## src/rtl/ps2_kbd_pkg.sv

```systemverilog
// Shared constants, receiver state encoding and frame-check helper for the PS/2 keyboard port.
// PS2_PARITY_CHECK_EN (optional define) enables rejection of frames with bad parity or stop bit.
package ps2_kbd_pkg;

  localparam logic [7:0] DATA_PORT_DEF   = 8'h0A;
  localparam logic [7:0] STATUS_PORT_DEF = 8'h0B;
  localparam int         FILTER_LEN_DEF  = 8;
  localparam logic [7:0] BREAK_CODE      = 8'hF0;
  localparam logic [7:0] EXT_CODE        = 8'hE0;
  localparam logic [3:0] FRAME_BITS      = 4'd10;

  typedef enum logic [1:0] {
    IDLE = 2'd0,
    RX   = 2'd1,
    DONE = 2'd2
  } rx_state_e;

  // Frame bits [8:0] are data+parity (must be odd), bit [9] is the stop bit.
  function automatic logic frame_ok(input logic [9:0] frame);
    return (^frame[8:0]) & frame[9];
  endfunction

endpackage

```

## src/rtl/ps2_rx.sv

```systemverilog
// PS/2 receiver: synchronises ps2c/ps2d, deglitches the clock and shifts in frames on falling edges.
// With PS2_PARITY_CHECK_EN defined, frames failing parity or stop-bit checks are dropped.
module ps2_rx
  import ps2_kbd_pkg::*;
#(
  parameter int FILTER_LEN = FILTER_LEN_DEF
) (
  input  logic       clk,
  input  logic       rst_n,
  input  logic       ps2d,
  input  logic       ps2c,
  output logic       rx_done,
  output logic [7:0] rx_byte
);

  logic                  c_meta_q, c_sync_q, d_meta_q, d_sync_q;
  logic [FILTER_LEN-1:0] filt_q, filt_d;
  logic                  fclk_q, fclk_d;
  logic                  fall_tick;
  rx_state_e             state_q, state_d;
  logic [3:0]            cnt_q, cnt_d;
  logic [9:0]            sreg_q, sreg_d;
  logic                  rx_done_q, rx_done_d;
  logic [7:0]            rx_byte_q, rx_byte_d;
  logic                  frame_accept;

`ifdef PS2_PARITY_CHECK_EN
  assign frame_accept = frame_ok(sreg_q);
`else
  logic frame_unused;
  assign frame_accept = 1'b1;
  assign frame_unused = ^sreg_q[9:8];
`endif

  // Filtered clock only changes after FILTER_LEN agreeing samples.
  always_comb begin
    filt_d = {c_sync_q, filt_q[FILTER_LEN-1:1]};
    if (&filt_q) begin
      fclk_d = 1'b1;
    end else if (~|filt_q) begin
      fclk_d = 1'b0;
    end else begin
      fclk_d = fclk_q;
    end
    fall_tick = fclk_q & ~fclk_d;
  end

  // Frame FSM; a high data line on a falling edge in IDLE is not a start bit.
  always_comb begin
    state_d   = state_q;
    cnt_d     = cnt_q;
    sreg_d    = sreg_q;
    rx_done_d = 1'b0;
    rx_byte_d = rx_byte_q;
    case (state_q)
      IDLE: begin
        if (fall_tick && !d_sync_q) begin
          cnt_d   = FRAME_BITS;
          state_d = RX;
        end else begin
          state_d = IDLE;
        end
      end
      RX: begin
        if (fall_tick) begin
          sreg_d = {d_sync_q, sreg_q[9:1]};
          cnt_d  = cnt_q - 4'd1;
          if (cnt_q == 4'd1) begin
            state_d = DONE;
          end else begin
            state_d = RX;
          end
        end else begin
          state_d = RX;
        end
      end
      DONE: begin
        if (frame_accept) begin
          rx_done_d = 1'b1;
          rx_byte_d = sreg_q[7:0];
        end else begin
          rx_done_d = 1'b0;
        end
        state_d = IDLE;
      end
      default: begin
        state_d = IDLE;
      end
    endcase
  end

  // State registers for synchronisers, filter and receiver.
  always_ff @(posedge clk or negedge rst_n) begin
    if (!rst_n) begin
      c_meta_q  <= 1'b0;
      c_sync_q  <= 1'b0;
      d_meta_q  <= 1'b0;
      d_sync_q  <= 1'b0;
      filt_q    <= '0;
      fclk_q    <= 1'b0;
      state_q   <= IDLE;
      cnt_q     <= 4'd0;
      sreg_q    <= 10'd0;
      rx_done_q <= 1'b0;
      rx_byte_q <= 8'd0;
    end else begin
      c_meta_q  <= ps2c;
      c_sync_q  <= c_meta_q;
      d_meta_q  <= ps2d;
      d_sync_q  <= d_meta_q;
      filt_q    <= filt_d;
      fclk_q    <= fclk_d;
      state_q   <= state_d;
      cnt_q     <= cnt_d;
      sreg_q    <= sreg_d;
      rx_done_q <= rx_done_d;
      rx_byte_q <= rx_byte_d;
    end
  end

  assign rx_done = rx_done_q;
  assign rx_byte = rx_byte_q;

endmodule

```

## src/rtl/ps2_keyboard_port.sv

```systemverilog
// PS/2 keyboard port: latches the released-key code and serves it over a port_id read mux.
// PS2_PARITY_CHECK_EN (optional define) is passed through to the receiver.
module ps2_keyboard_port
  import ps2_kbd_pkg::*;
#(
  parameter logic [7:0] DATA_PORT   = DATA_PORT_DEF,
  parameter logic [7:0] STATUS_PORT = STATUS_PORT_DEF,
  parameter int         FILTER_LEN  = FILTER_LEN_DEF
) (
  input  logic       clk,
  input  logic       reset,
  input  logic       ps2d,
  input  logic       ps2c,
  input  logic [7:0] port_id,
  input  logic       read_strobe,
  output logic [7:0] dato
);

  logic       rx_done;
  logic [7:0] rx_byte;
  logic       break_pending_q, break_pending_d;
  logic [7:0] key_code_q, key_code_d;
  logic       valid_q, valid_d;
  logic [7:0] dato_q, dato_d;
  logic       key_set_s;
  logic       key_clr_s;

  ps2_rx #(
    .FILTER_LEN(FILTER_LEN)
  ) u_rx (
    .clk    (clk),
    .rst_n  (reset),
    .ps2d   (ps2d),
    .ps2c   (ps2c),
    .rx_done(rx_done),
    .rx_byte(rx_byte)
  );

  // Only the byte after a break prefix is a key release; E0 leaves the prefix armed.
  always_comb begin
    break_pending_d = break_pending_q;
    key_code_d      = key_code_q;
    key_set_s       = 1'b0;
    if (rx_done) begin
      if (rx_byte == BREAK_CODE) begin
        break_pending_d = 1'b1;
      end else if (rx_byte == EXT_CODE) begin
        break_pending_d = break_pending_q;
      end else if (break_pending_q) begin
        key_code_d      = rx_byte;
        key_set_s       = 1'b1;
        break_pending_d = 1'b0;
      end else begin
        break_pending_d = break_pending_q;
      end
    end else begin
      break_pending_d = break_pending_q;
    end
  end

  // Valid flag: a newly landed code beats a simultaneous clearing read.
  always_comb begin
    key_clr_s = read_strobe && (port_id == DATA_PORT);
    if (key_set_s) begin
      valid_d = 1'b1;
    end else if (key_clr_s) begin
      valid_d = 1'b0;
    end else begin
      valid_d = valid_q;
    end
  end

  // Read mux toward the processor.
  always_comb begin
    if (port_id == DATA_PORT) begin
      dato_d = key_code_q;
    end else if (port_id == STATUS_PORT) begin
      dato_d = {7'd0, valid_q};
    end else begin
      dato_d = 8'h00;
    end
  end

  // Decoder and read-port registers.
  always_ff @(posedge clk or negedge reset) begin
    if (!reset) begin
      break_pending_q <= 1'b0;
      key_code_q      <= 8'h00;
      valid_q         <= 1'b0;
      dato_q          <= 8'h00;
    end else begin
      break_pending_q <= break_pending_d;
      key_code_q      <= key_code_d;
      valid_q         <= valid_d;
      dato_q          <= dato_d;
    end
  end

  assign dato = dato_q;

endmodule

```

## config.mk

```make
export PLATFORM = sky130hd
export DESIGN_NAME = ps2_keyboard_port
export DESIGN_NICKNAME = d
export VERILOG_FILES = /design/src/rtl/ps2_kbd_pkg.sv /design/src/rtl/ps2_rx.sv /design/src/rtl/ps2_keyboard_port.sv
export SDC_FILE = /design/constraint.sdc
export NUM_CORES = 1
export LEC_CHECK = 0
export BUFFER_PORTS_ARGS = -buffer_cell sky130_fd_sc_hd__buf_2
export CAP_MARGIN = 30
export CORE_MARGIN = 10
export CORE_UTILIZATION = 43
export CTS_BUF_LIST = sky130_fd_sc_hd__clkbuf_8
export DETAILED_ROUTE_END_ITERATION = 16
export GPL_TIMING_DRIVEN = 0
export RECOVER_POWER = 100
export SLEW_MARGIN = 10
export SYNTH_ARGS = -nofsm -noshare
export SYNTH_HDL_FRONTEND = slang
export SYNTH_HIERARCHICAL = 1
export SYNTH_SLANG_ARGS = --single-unit
```

## constraint.sdc

```tcl
create_clock -name clk -period 4.55 [get_ports clk]
set_input_delay 0.2275 -clock clk [delete_from_list [all_inputs] [get_ports clk]]
set_output_delay 0.2275 -clock clk [all_outputs]
set_load 0.02 [all_outputs]
```

# Yosys cells after proc, flatten, opt, wreduce, memory -nomap -nowiden
# Cells that the tools add are included.
# word_totals
regBits	56
latch_bits	0
ram_bits	0
rom_bits	0
in_bits	13
output_inout_bits	8
word_cells	62
n_memories	0
# op_classes
n_addsub	1
n_mul	0
div_mod_pow	0
n_lt_le_gt_ge	0
eq_ne	10
n_shift	0
n_mux	20
n_bitwise	4
n_reduce_logical	12
# ops
operator	n
$eq 8x4->1 const B	2
$eq 8x8->1 const B	2
$mux 1	13
$mux 4	2
$mux 8	1
$pmux 4 s2	1
$reduce_and 8->1	1
$reduce_or 8->1	1
$eq 4x1->1 const B	1
$mux 2	2
$ne 2x1->1 const B	2
$pmux 2 s2	1
$reduce_and 2->1	2
$reduce_and 4->1	1
$reduce_bool 2->1	2
$sub 4x1->4 const B	1
$not 1->1	3
$reduce_and 3->1	1
$eq 2x1->1 const B	1
$eq 2x2->1 const B	1
$logic_and 1x1->1	2
$logic_not 2->1	1
$ne 2x2->1 const B	1
$and 1x1->1	1
$logic_not 1->1	1

# Logic depth before layout (Yosys ltp)
# Gate-level depths: netlist (run 1).
# logic_depth
word_depth	8
mapped_depth	6

# By module
# Netlist (run 1), hierarchy kept.
# by_module_without_submodules
mod	n_inst	cells_each	area_per_inst_um2	seq_area_each_um2
ps2_rx	1	96	1485.2	950.9
ps2_keyboard_port	1	47	708.2	450.4

# Least setup slack after synthesis (run 1)
# Ideal clock, no wire load.
# synth_timing
path_kind	reg-to-reg
startpoint	register u_rx.filt_q[5]
endpoint	register u_rx.sreg_q[3]
t_arrival_ps	1949
setup_slack_ps	2476
stages_incl_launch_ff	7
path_buffers	3
cell_sequence	dfrtp_1 or4_4 buf_6 or3_4 buf_6 buf_6 mux2_4
# synth_via
elab_chain_len	6
elab_cells_between_ends	7
classes_between	mux: 2; bitwise: 2; reduce/logical: 3
# synth_lines
element	line_no	text
start: declaration	ps2_rx.sv:17	logic [FILTER_LEN-1:0] filt_q, filt_d;
start signal: assignment	ps2_rx.sv:111	filt_q <= filt_d;
$reduce_or 8->1	ps2_rx.sv:40	end else if (~|filt_q) begin
$mux 1	ps2_rx.sv:40	
$mux 1 *	ps2_rx.sv:38	if (&filt_q) begin
$not 1->1 *	ps2_rx.sv:45	fall_tick = fclk_q & ~fclk_d;
$and 1x1->1 *	ps2_rx.sv:45	
$reduce_and 2->1 (no source line) *	n/a	
end signal: assignment	ps2_rx.sv:115	sreg_q <= sreg_d;
end: declaration	ps2_rx.sv:22	logic [9:0] sreg_q, sreg_d;
# Mark *: on every way between the ends. The rest lies on a longest branch, timed or not.
# A chain may end at the register's enable or synchronous reset.

# Worst setup path after layout (run 1)
# layout_timing
startpoint	register u_rx.filt_q[1]
endpoint	register u_rx.sreg_q[7]
# Same word-level chain as after synthesis.

==> results, run 1 <==
- The run finished with clean final reports.
- The sum of negative setup slack is 0 ns.
- The count of nets left with antenna violations once routing finished came out at 0.
- Setup repair after global routing left no endpoint under its margin.
- Data arrives at the worst endpoint at 2.61 ns.
- The DRC marker count from the first detailed-route iteration is 45.
- The count of buffers added by post-CTS timing repair for setup is 0.
- Counting along the longest clock path gives a buffer depth of 2.
- The tree is rooted in a clkbuf_8.
- The clock buffer count from CTS is 5.
- The yosys synthesis warning count is 6.
- In this run the core area contains 25 standard-cell rows.
- The number of global-route vias before repair is 1236.
- In this run the power spent charging and discharging nets is 0.168 mW.
- The post-synth design cell area is 0.00219 mm^2.
- The start-to-end type of the worst setup path is reg -> reg.
- The internal portion of total power is 0.678 mW.
- The post-cts resize count is 0.
- STA classifies the critical path startpoint as a flop.
- The clock sink count is 56.
- The total count of hold-check failures in the final report is 0.
- The number of buffers and inverters on the critical path is 3.
- The first detailed-routing pass took 4 iterations.
- The register area share after synthesis is 0.639.
- The maximum VDD drop is 0.000169 V.
- The combinational cell fraction of total power is 0.029.
- TritonCTS built the clock tree.
- The top fanout value on the critical path is 10.
- The critical path goes through or4_1, clkbuf_1, or3_1, clkbuf_1, clkbuf_1, mux2_1.
- Measured against its own limit, the worst slew margin works out to 0.328.
- The top-level port count is 21.
- The setup clock skew after layout is 0.00723 ns.
- Of the total power, the share spent switching nets is 0.199.
- The final estimated routing congestion in global placement is 0.779.
- The vias after detailed routing is 1193.
- The die is 91.4 um wide.
- Across every metal layer, demand over resource in global routing totals 0.0833.
- Setup slack closes at 2.13 ns.
- Timing analysis after detailed placement gives a worst setup slack of 2.39 ns.
- The number of diodes added for antenna fixing is 0.
- The die covers 0.00836 mm^2.
- The net count after synthesis is 158.
- After detailed routing, the number of vias per cell comes to 4.97.
- For the worst-skew pair, the clock arrives at the later sink with an insertion delay of 0.30 ns.
- Setup violations remaining at the end of the flow were counted as 0.
- In this run the static leakage power is 1.15 nW.
- The class of the worst hold path is in -> reg.
- The slew at the pin with the worst max-slew slack is 1.01 ns.
- The number of port buffers is 20.
- The ratio of total power to cell area is 349 mW/mm^2.
- In this design, the critical path's most frequently occurring cell is clkbuf_1.
- The die extent in y is 91.4 um.
- The cell type contributing the most total cell area after synthesis is dfrtp_1.
- After the last flow step, the layout net total stands at 187.
- The number of standard cells after synthesis is 143.
- In the final layout, the share of cells above drive strength 1 is 0.220.
- Sorting the synthesized cells by area gives the leading types as dfrtp_1 (64%), mux2_2 (7.2%), mux2_4 (4.8%), and2_1 (2.0%), buf_6 (1.5%).
- The final period demand of the worst path is 2.42 ns.
- The final number of max-transition violations came to 0.
- The share of synthesized area in the top cell type comes to 0.639.
- Max-cap violations in this run came to 0.
- The sequential share of power is 0.603.
- The cell total after placement is 231.
- Summing all placed instances gives a cell area of 0.00240 mm^2.
- The share of the clock period used by the worst path after layout is 0.532.
- For this run, the top clock speed supported by timing is 413 MHz.
- Relative to the synthesized area, the layout overhead comes to 10.3%.
- The total DRC errors in the routed layout is 0.
- The aggregate routed wire length is 3290 um.
- The clock-pin slew on the worst setup and hold paths is 0.10 ns.
- In this design, the stage delay of the slowest critical-path cell is 0.52 ns.
- The slowest stage of the critical path belongs to the cell or4_1.
- Global routing finished with a remaining overflow of 0.
- The critical path endpoint category is a flop.
- The final routed wire length divided by cell count is 13.7 um.
- Hold timing on the final database bottoms out at a slack of 0.0243 ns.
- Once layout is complete, the cells apart from fillers number 240.
- The synthesized area divided by synthesized cell count is 15.3 um^2.
- The initial utilization of the core area, before any placement, comes to 0.452.
- The HPWL after detailed placement is 2460 um.
- Of the total power, the clock network draws 0.367.
- The level count of the clock H-tree is 2.
- The first global-routing pass estimated 5790 um of wire.
- The post-synthesis cell type count is 37.
- Synthesis inferred 56 register bits.
- STA puts the critical path data required time at 4.74 ns.
- The number of antenna violations at the first check in global routing is 0.
- The number of inserted filler cells in the final layout is 445.
- Grouping stages by cell kind, the critical path spends the most delay in simple AND/OR/NAND/NOR gates.
- The cell area after layout is 0.00242 mm^2.
- The region available for standard cell placement spans 0.00485 mm^2.
- Entering global routing, the biggest net connects 40 pins.
## path summary, 6_finish.rpt
check                                          from                         end  cells after the start  slack, ns
setup / recovery           u_rx/filt_q[1]$_DFF_PN0_  u_rx/sreg_q[7]$_DFFE_PN0P_                      6       2.13
hold reg to reg             u_rx/c_meta_q$_DFF_PN0_     u_rx/c_sync_q$_DFF_PN0_                      0       0.36
hold / removal                                 ps2c     u_rx/c_meta_q$_DFF_PN0_                      1       0.02
min in group asynchronous                     reset    u_rx/filt_q[4]$_DFF_PN0_                      2       0.61
max in group asynchronous                     reset           dato[2]$_DFF_PN0_                      3       3.21
setup reg to reg           u_rx/filt_q[1]$_DFF_PN0_  u_rx/sreg_q[7]$_DFFE_PN0P_                      6       2.13
## cell usage in the layout (no fill, tap or decap), types with 2 or more instances in the layout
cell      instances
mux2i_1           2
nand2b_1          3
buf_2            11
inv_1             5
mux2_2           14
dfrtp_1          56
nor2b_1           2
o41ai_1           3
clkbuf_8          5
mux2_1            9
and2_0            6
clkbuf_1         13
a32o_1            3
nor3_1            2
a21oi_1           3
or3_1             3
o21ai_0           3
nand3b_1          3
ha_1              2
or4_1             3
nand4_1           2
## layer usage
| metal | track usage | share of wire |
|---|---|---|
| met4 | 0.0352 | 0.012 |
| met5 | 0 | 0 |
| met1 | 0.104 | 0.49 |
| met2 | 0.125 | 0.45 |
| met3 | 0.0321 | 0.055 |
## metrics by stage
| stage | power [mW] | util |
|---|---|---|
| 2_1_floorplan | 0.526 | - |
| 3_3_place_gp | 0.543 | 0.490 |
| 3_5_place_dp | 0.546 | 0.494 |
| 4_1_cts | 0.859 | 0.519 |
| 5_1_grt | 0.885 | 0.499 |
| 6_report | 0.846 | 0.499 |
## area by class of cell
cell class / instances / area (um^2) / share of cell area
Clock buffer: 5 / 68.8 / 0.0284
Multi-Input combinational cell: 77 / 659 / 0.272
Tap cell: 67 / 83.8 / 0.0346
Clock inverter: 3 / 42.5 / 0.0176
Inverter: 5 / 18.8 / 0.00776
Timing Repair Buffer: 22 / 119 / 0.0491
Buffer: 5 / 26.3 / 0.0109
Sequential cell: 56 / 1400 / 0.579
## kinds of logic after synthesis
family | share of synthesized area
and+or+nand+nor | 0.121
DFF | 0.639
muxes | 0.139
buffers and inverters | 0.0279
AOI/OAI and AO/OA | 0.0610
adders and majority gates | 0.0114
## power by group through the flow
stage	clock network (mW)	registers (mW)	logic [mW]
2_1_floorplan	0	0.518	0.00803
3_3_place_gp	0	0.519	0.0234
3_5_place_dp	0	0.520	0.0264
4_1_cts	0.322	0.510	0.0272
5_1_grt	0.344	0.511	0.0289
6_report	0.310	0.510	0.0249
## state kept, by name (all words and copies together) (netlist names)
register / cells
u_rx/rx_byte: 8
u_rx/sreg_q: 10
u_rx/rx_done: 1
dato: 8
u_rx/c_sync_q: 1
key_code_q: 8
u_rx/filt_q: 8
u_rx/c_meta_q: 1
break_pending_q: 1
u_rx/fclk_q: 1
u_rx/d_sync_q: 1
u_rx/cnt_q: 4
valid_q: 1
u_rx/state_q: 2
u_rx/d_meta_q: 1
## cell usage after synthesis
master	n
or3b_2	1
a32o_1	3
or4bb_1	1
dfrtp_1	56
nand4b_1	1
inv_1	5
nand2_1	1
buf_2	1
nand3b_1	3
a21bo_2	1
or3_1	1
or3_4	2
o21ai_0	3
mux2_2	14
buf_6	3
o22a_1	1
mux2i_1	2
o41ai_1	3
nand4_1	2
o31ai_1	1
or4_1	3
and2_1	7
o211ai_4	1
nand2b_1	3
clkbuf_1	1
nor3_4	1
nor3_1	1
or4_4	1
ha_1	2
nor4_1	1
a21oi_1	3
nand3_1	1
or4b_4	1
mux2_1	2
nor4b_2	1
nor2b_1	2
mux2_4	7
## repair_timing
item                                    CTS  global route
endpoints found under the setup margin    0             0
hold buffers                              1             0
endpoints found under the hold margin    17             0
No activity file was read; power rests on OpenSTA's default activity.
==> inputs of run 2 (changes only) <==
==> constraint.sdc (replaced) <==
create_clock -name clk -period 2.2 [get_ports clk]
set_input_delay 0.11 -clock clk [delete_from_list [all_inputs] [get_ports clk]]
set_output_delay 0.11 -clock clk [all_outputs]
set_load 0.02 [all_outputs]
==> run 2 against run 1 <==
Against the previous run:
- first-iteration DRC count did not move
- power rose by 110%
- combinational power grew 140%
- utilization rose by 2.9 points
- global-route usage about the same
- largest cell class unchanged
- clock skew is essentially flat
- die area unchanged
- critical path depth is the same
- largest power group unchanged
- critical path type unchanged
==> results, run 2 (synthesis gave the netlist of run 1 again) <==
- The clock-pin slew on the worst setup and hold paths is 0.09 ns.
- 21 I/O pins were placed.
- The final estimated routing congestion in global placement is 0.779.
- After the first detailed-routing iteration, the DRC count stood at 45.
- The number of inserted filler cells in the final layout is 418.
- The aggregate routed wire length is 3350 um.
- The TritonCTS clock tree is done.
- The antenna violation net count after detailed routing is 0.
- The total DRC errors in the routed layout is 0.
- Along the worst path, the maximum fanout reaches 10.
- The number of max-capacitance violations reported is 0.
- For this run, the total global-route usage over all layers was measured as 0.0835.
- The worst hold path begins at read_strobe.
- Ranked by flip-flop count, first place goes to u_rx/sreg_q.
- The total number of nets in the final design is 191.
- The share of total power dissipated in the clock network is 0.366.
- The internal portion of total power is 1.41 mW.
- Once layout is complete, the cells apart from fillers number 244.
- Counting I/O delays and the setup requirement, the final critical path takes 2.15 ns.
- The worst-case headroom to the max-slew limit is 0.327.
- The clock buffer count from CTS is 5.
- The worst-case reg-to-reg path depth is 6.
- Including well taps, the total number of placed cells is 231.
- STA classifies the critical path startpoint as a flop.
- The worst register-to-register path ends at u_rx/sreg_q[3]$_DFFE_PN0P_.
- The start-to-end type of the worst setup path is reg -> reg.
- The first global-routing pass estimated 5810 um of wire.
- In the layout the commonest cells are dfrtp_1 (56), buf_2 (19), mux2_2 (14).
- The placed instances occupy a cell area of 0.00240 mm^2.
- For hold timing, the worst endpoint is valid_q$_DFFE_PN0P_.
- Counting along the longest clock path gives a buffer depth of 2.
- Between clock sinks in the finished design, the worst skew comes to 0.00685 ns.
- The final core utilization is 0.528.
- CTS saw 56 sinks.
- In the routed layout, each cell is associated on average with a via count of 4.95.
- The region available for standard cell placement spans 0.00485 mm^2.
- The final number of max-transition violations came to 0.
- The insertion delay of the later-clocked pin in the worst-skew pair is 0.30 ns.
- The area of the die is 0.00836 mm^2.
- The worst setup path is captured at a flop.
- The total grt overflow is 0.
- The cell area after layout is 0.00256 mm^2.
- The analysis attributes to cell leakage a power of 1.25 nW.
- The signal on the critical path passes through or4_4, buf_6, or3_4, buf_6, buf_6, mux2_4.
- The detailed placement HPWL is 2460 um.
- The class of the worst hold path is in -> reg.
- The cell repeated most along the worst path is buf_6.
- The root buffer cell is clkbuf_8.
- Entering global routing, the biggest net connects 40 pins.
- The number of port buffers is 20.
- The number of buffer and inverter stages on the critical path is 3.
- The initialized floorplan defines 25 standard-cell rows.
- The number of diodes added for antenna fixing is 0.
- Summed over all failing endpoints, the final setup total negative slack is 0 ns.
- The total count of hold-check failures in the final report was 0.
- In the finished design, the share of the clock period the worst path needs comes to 0.977.
- The critical path arrival is 2.34 ns.
- The kind of cell with the highest combined delay along the critical path is simple AND/OR/NAND/NOR gates.
- The slew at the pin with the worst max-slew slack is 1.01 ns.
- Power spread over the standard cell area amounts to 687 mW/mm^2.
- After detailed routing, the average wire length per cell comes to 13.7 um.
- The critical register-to-register path startpoint is u_rx/filt_q[5]$_DFF_PN0_.
- The register with the most flip-flops in the layout has 10 of them.
- The most common library cell in the layout ignoring fill and taps is dfrtp_1.
- The slowest stage of the critical path is the or4_4 cell.
- Derived from the worst setup path, the maximum achievable clock frequency is 465 MHz.
- The clock tree synthesis step divided the H-tree into 2 levels.
- The die span in x is 91.4 um.
- The share of post-route cells with drive strength above 1 is 0.362.
- At the worst endpoint, the required time is 2.39 ns.
- The layout-stage area growth over the synthesis result is 16.7%.
- The starting density of the core is 0.452.
- The die extent in y is 91.4 um.
- The combinational cell fraction of total power is 0.034.
- The vias after detailed routing is 1208.
- Along the worst hold path, the cell count comes to 4.
- The sequential share of power is 0.600.
- Across all register-to-register paths, the minimum setup slack is 0.05 ns.
- The net switching power of the design is 0.350 mW.
- In this design, the stage delay of the slowest critical-path cell is 0.53 ns.
- Setup violations remaining at the end of the flow were counted as 0.
- VDD sags by at most 0.000350 V.
- The number of antenna violations at the first check in global routing is 0.
- The number of global-route vias before repair is 1242.
- The flow ran to the end, and the final reports show no timing, DRC or antenna violations.
- Of the total power, the share spent switching nets is 0.199.
- The first-pass iteration count of the detailed router is 4.
==> run 2: timing repair <==
item                                    in CTS  in global routing
resized for setup                            0                  3
endpoints found under the setup margin       0                  7
hold buffers                                 3                  0
hold endpoints to repair                    19                  0
setup buffers                                0                  2
==> run 2: worst min-delay path, delay by kind of cell <==
kind | cells | cell delay (ns)
AND/OR/NAND/NOR | 1 | 0.05
AO/OA/AOI/OAI | 1 | 0.06
buffers and inverters | 2 | 0.14
==> run 2: worst max-delay path by stage <==
stage	slack, ns	cells past startpoint	start	end
after CTS	0.01	6	u_rx/filt_q[1]$_DFF_PN0_	u_rx/sreg_q[3]$_DFFE_PN0P_
after global routing	-0.004	6	u_rx/filt_q[5]$_DFF_PN0_	u_rx/sreg_q[3]$_DFFE_PN0P_
after global placement	0.07	6	u_rx/filt_q[5]$_DFF_PN0_	u_rx/sreg_q[9]$_DFFE_PN0P_
after floorplan	0.13	6	u_rx/filt_q[5]$_DFF_PN0_	u_rx/sreg_q[3]$_DFFE_PN0P_
after detailed placement	0.04	6	u_rx/filt_q[5]$_DFF_PN0_	u_rx/sreg_q[9]$_DFFE_PN0P_
final	0.05	6	u_rx/filt_q[5]$_DFF_PN0_	u_rx/sreg_q[3]$_DFFE_PN0P_
==> run 2: metrics by stage <==
step           hold slack, ns  setup slack (ns)  power, mW
2_1_floorplan          -0.186             0.126       1.09
3_5_place_dp           0.0725            0.0429       1.13
6_report               0.0995            0.0504       1.76
4_1_cts                0.0959            0.0129       1.78
3_3_place_gp            0.218            0.0653       1.12
5_1_grt                 0.101          -0.00372       1.84
==> run 2: layout make-up <==
type	count	area, um^2	share of cell area
Sequential cell	56	1400	0.548
Clock buffer	5	68.8	0.0269
Tap cell	67	83.8	0.0328
Multi-Input combinational cell	77	731	0.286
Inverter	5	18.8	0.00733
Buffer	5	48.8	0.0191
Clock inverter	3	42.5	0.0166
Timing Repair Buffer	26	164	0.0641
==> run 2: power groups by stage <==
stage	Combinational (mW)	Clock, mW	Sequential, mW
after floorplan	0.0166	0	1.07
after global placement	0.0483	0	1.07
after detailed placement	0.0545	0	1.08
after CTS	0.0590	0.666	1.06
after global routing	0.0689	0.712	1.06
final	0.0604	0.643	1.05
==> run 2: routing by layer <==
layer  wire length [um]  global-route usage
met5                  0                   0
met4                 38              0.0352
met3                202              0.0321
met2               1510               0.125
met1               1600               0.105
==> inputs of run 3 (changes only) <==
--- a/config.mk
+++ b/config.mk
@@ -7,12 +7,13 @@
 export LEC_CHECK = 0
 export BUFFER_PORTS_ARGS = -buffer_cell sky130_fd_sc_hd__buf_2
 export CAP_MARGIN = 30
-export CORE_MARGIN = 10
+export CORE_MARGIN = 1
 export CORE_UTILIZATION = 43
 export CTS_BUF_LIST = sky130_fd_sc_hd__clkbuf_8
 export DETAILED_ROUTE_END_ITERATION = 16
 export GPL_TIMING_DRIVEN = 0
 export RECOVER_POWER = 100
+export REMOVE_ABC_BUFFERS = 1
 export SLEW_MARGIN = 10
 export SYNTH_ARGS = -nofsm -noshare
 export SYNTH_HDL_FRONTEND = slang
==> run 3 against run 2 <==
Against the previous run:
- clock skew grew 0.00051 ns
- global-route usage grew 5.0 points
- routed wire length shrank 4.8%
- register-to-register slack gained 0.08 ns
- largest power group unchanged
==> results, run 3 (synthesis gave the netlist of run 1 again) <==
- The flip-flop count of the largest register after layout is 10.
- The run finished with clean final reports.
- More flip-flops sit in one register than any other, and that register is u_rx/sreg_q.
- The count of standard-cell rows is 25.
- Data on the critical path is required at its endpoint by 2.38 ns.
- The top fanout value on the critical path is 13.
- For this run, design rule violations remaining after detail routing come to 0.
- The final-report setup violation count is 0.
- Setup repair after global routing left no endpoint under its margin.
- The count of buffers added on input and output ports is 20.
- The final number of max-transition violations is 0.
- Post-CTS repair changed the size of 0 cells.
- Based on the critical path, the design can be clocked at up to 482 MHz.
- For this design, the slowest cell found on the critical path is or4_1.
- The final period demand of the worst path is 2.07 ns.
- TritonCTS built the clock tree.
- The die extent in y is 73.4 um.
- Summing over every cut layer, the via total after detailed routing is 1188.
- For this block, the routed nets add up to 3190 um of wire.
- The total count of hold-check failures in the final report is 0.
- In this run, the number of DRC markers left after iteration 0 of detailed routing was 47.
- In the layout the commonest cells are dfrtp_1 (56), mux2_2 (14), buf_2 (11).
- The top-level port count is 21.
- Detailed placement finished with a half-perimeter wire length of 2200 um.
- In the final layout, the multi-input gates occupy 664 um^2.
- The critical path in this run is classified as reg -> reg.
- The total grt overflow is 0.
- The insertion delay of the later-clocked pin in the worst-skew pair is 0.30 ns.
- The number of global-route vias before repair is 1160.
- The maximum VDD drop is 0.000298 V.
- For this design the ratio of total power to cell area is 754 mW/mm^2.
- Max-cap violations in this run came to 0.
- Buffers inserted to repair hold after CTS numbered 3.
- The number of inserted filler cells in the final layout is 444.
- Hold is met by 0.0822 ns.
- The root buffer cell is clkbuf_8.
- Clock tree synthesis found a total of 56 sinks.
- The die covers 0.00539 mm^2.
- The worst setup slack for register-to-register paths is 0.13 ns.
- In the global route stage, overall resource usage came out at 0.133.
- Entering global routing, the biggest net connects 40 pins.
- The flip-flop and latch area is 0.00140 mm^2.
- The static leakage is 1.16 nW.
- The first global-routing pass estimated 5370 um of wire.
- Headroom to the max-slew limit came out at 0.322.
- The final routed wire length divided by cell count is 13.5 um.
- The number of buffers between clock root and the deepest sink is 2.
- The initial utilization of the core area, before any placement, comes to 0.455.
- Clock-pin slew was measured on the worst setup and hold paths at 0.10 ns.
- 0 antenna diodes ended up in the layout.
- After detailed routing, the number of vias per cell comes to 5.01.
- The number of buffers and inverters on the critical path is 0.
- The die is 73.4 um wide.
- Relative to the synthesized area, the layout overhead comes to 11.0%.
- Dividing the final minimum period by the clock period gives 0.942.
- The most common library cell in the layout ignoring fill and taps is dfrtp_1.
- For this run, the slowest stage of the critical path takes 0.68 ns.
- Between clock sinks in the finished design, the worst skew comes to 0.00736 ns.
- The category of the worst setup path launch point is a flop.
- The first detailed-routing pass took 4 iterations.
- In this run the remaining antenna-violating nets after routing total 0.
- The level count of the clock H-tree is 2.
- Walking the worst path, the cells encountered are or4_1, or3_4, mux2_1.
- The critical path arrival is 2.26 ns.
- The final estimated routing congestion in global placement is 0.774.
- In the final layout, the share of cells above drive strength 1 is 0.224.
- The total core area is 0.00482 mm^2.
- After the last flow step, the layout net total stands at 184.
- The slew at the pin with the worst max-slew slack is 1.02 ns.
- The cell type group with the largest total delay on the critical path is simple AND/OR/NAND/NOR gates.
- The sum of negative setup slack is 0 ns.
- The class of the worst hold path is in -> reg.
- The number of antenna violations at the first check in global routing is 0.
- The clock buffer count from CTS is 5.
- The critical path endpoint category is a flop.
- Post-CTS timing repair inserted 0 buffers for setup.
- The design draws 1.84 mW.
[run 3: cell types whose count changed in the layout (fill, tap and decap cells not counted), moves of 2 or more]
cell and change:
clkbuf_1 +7, buf_2 -8, mux2_1 +7, buf_6 -4
and2_1 -6, clkbuf_8 +2, mux2_4 -7, and2_0 +6
[run 3: final cells by class]
type,instances,share of cell area
timing repair buffer,24,0.0571
clock buffer,7,0.0396
inverter,5,0.00771
clock inverter,1,0.0123
tap,67,0.0344
multi-input combinational,77,0.273
sequential,56,0.576
[run 3: per-layer routing]
layer | part of all wire | global-route usage | vias up
met5 | 0 | 0 | -
met4 | 0.013 | 0.0513 | 0
met3 | 0.040 | 0.0370 | 5
met2 | 0.44 | 0.199 | 31
met1 | 0.51 | 0.186 | 588
li1 | - | - | 564
[run 3: tightest hold or removal path, stage by stage]
cell and delay (ns):
buf_2 0.07, or3b_2 0.12, nor3_1 0.05
[run 3: power breakdown]
| group | internal [mW] | switching (mW) | leakage (nW) | total (mW) |
|---|---|---|---|---|
| logic | 0.0223 | 0.0316 | 0.343 | 0.0539 |
| registers | 1.04 | 0.0108 | 0.750 | 1.05 |
| clock network | 0.402 | 0.325 | 0.0645 | 0.727 |
| total | 1.47 | 0.367 | 1.16 | 1.84 |
[run 3: worst paths after layout]
check / from / endpoint / cells after the start
hold / removal: port_id[4] / dato[0]$_DFF_PN0_ / 3
max in group asynchronous: reset / u_rx/d_sync_q$_DFF_PN0_ / 3
hold reg to reg: u_rx/c_meta_q$_DFF_PN0_ / u_rx/c_sync_q$_DFF_PN0_ / 0
setup / recovery: u_rx/filt_q[1]$_DFF_PN0_ / u_rx/sreg_q[4]$_DFFE_PN0P_ / 3
min in group asynchronous: reset / u_rx/filt_q[4]$_DFF_PN0_ / 2
setup reg to reg: u_rx/filt_q[1]$_DFF_PN0_ / u_rx/sreg_q[4]$_DFFE_PN0P_ / 3
[run 3: metrics by stage]
step / instance area, um^2 / setup slack (ns) / util / cells
CTS: 2510 / 0.124 / 0.521 / 237
global route: 2430 / 0.0753 / 0.505 / 237
global placement: 2330 / 0.158 / 0.485 / 225
finish: 2430 / 0.127 / 0.505 / 237
floorplan: 2150 / 0.268 / - / 138
detailed placement: 2350 / 0.141 / 0.489 / 226
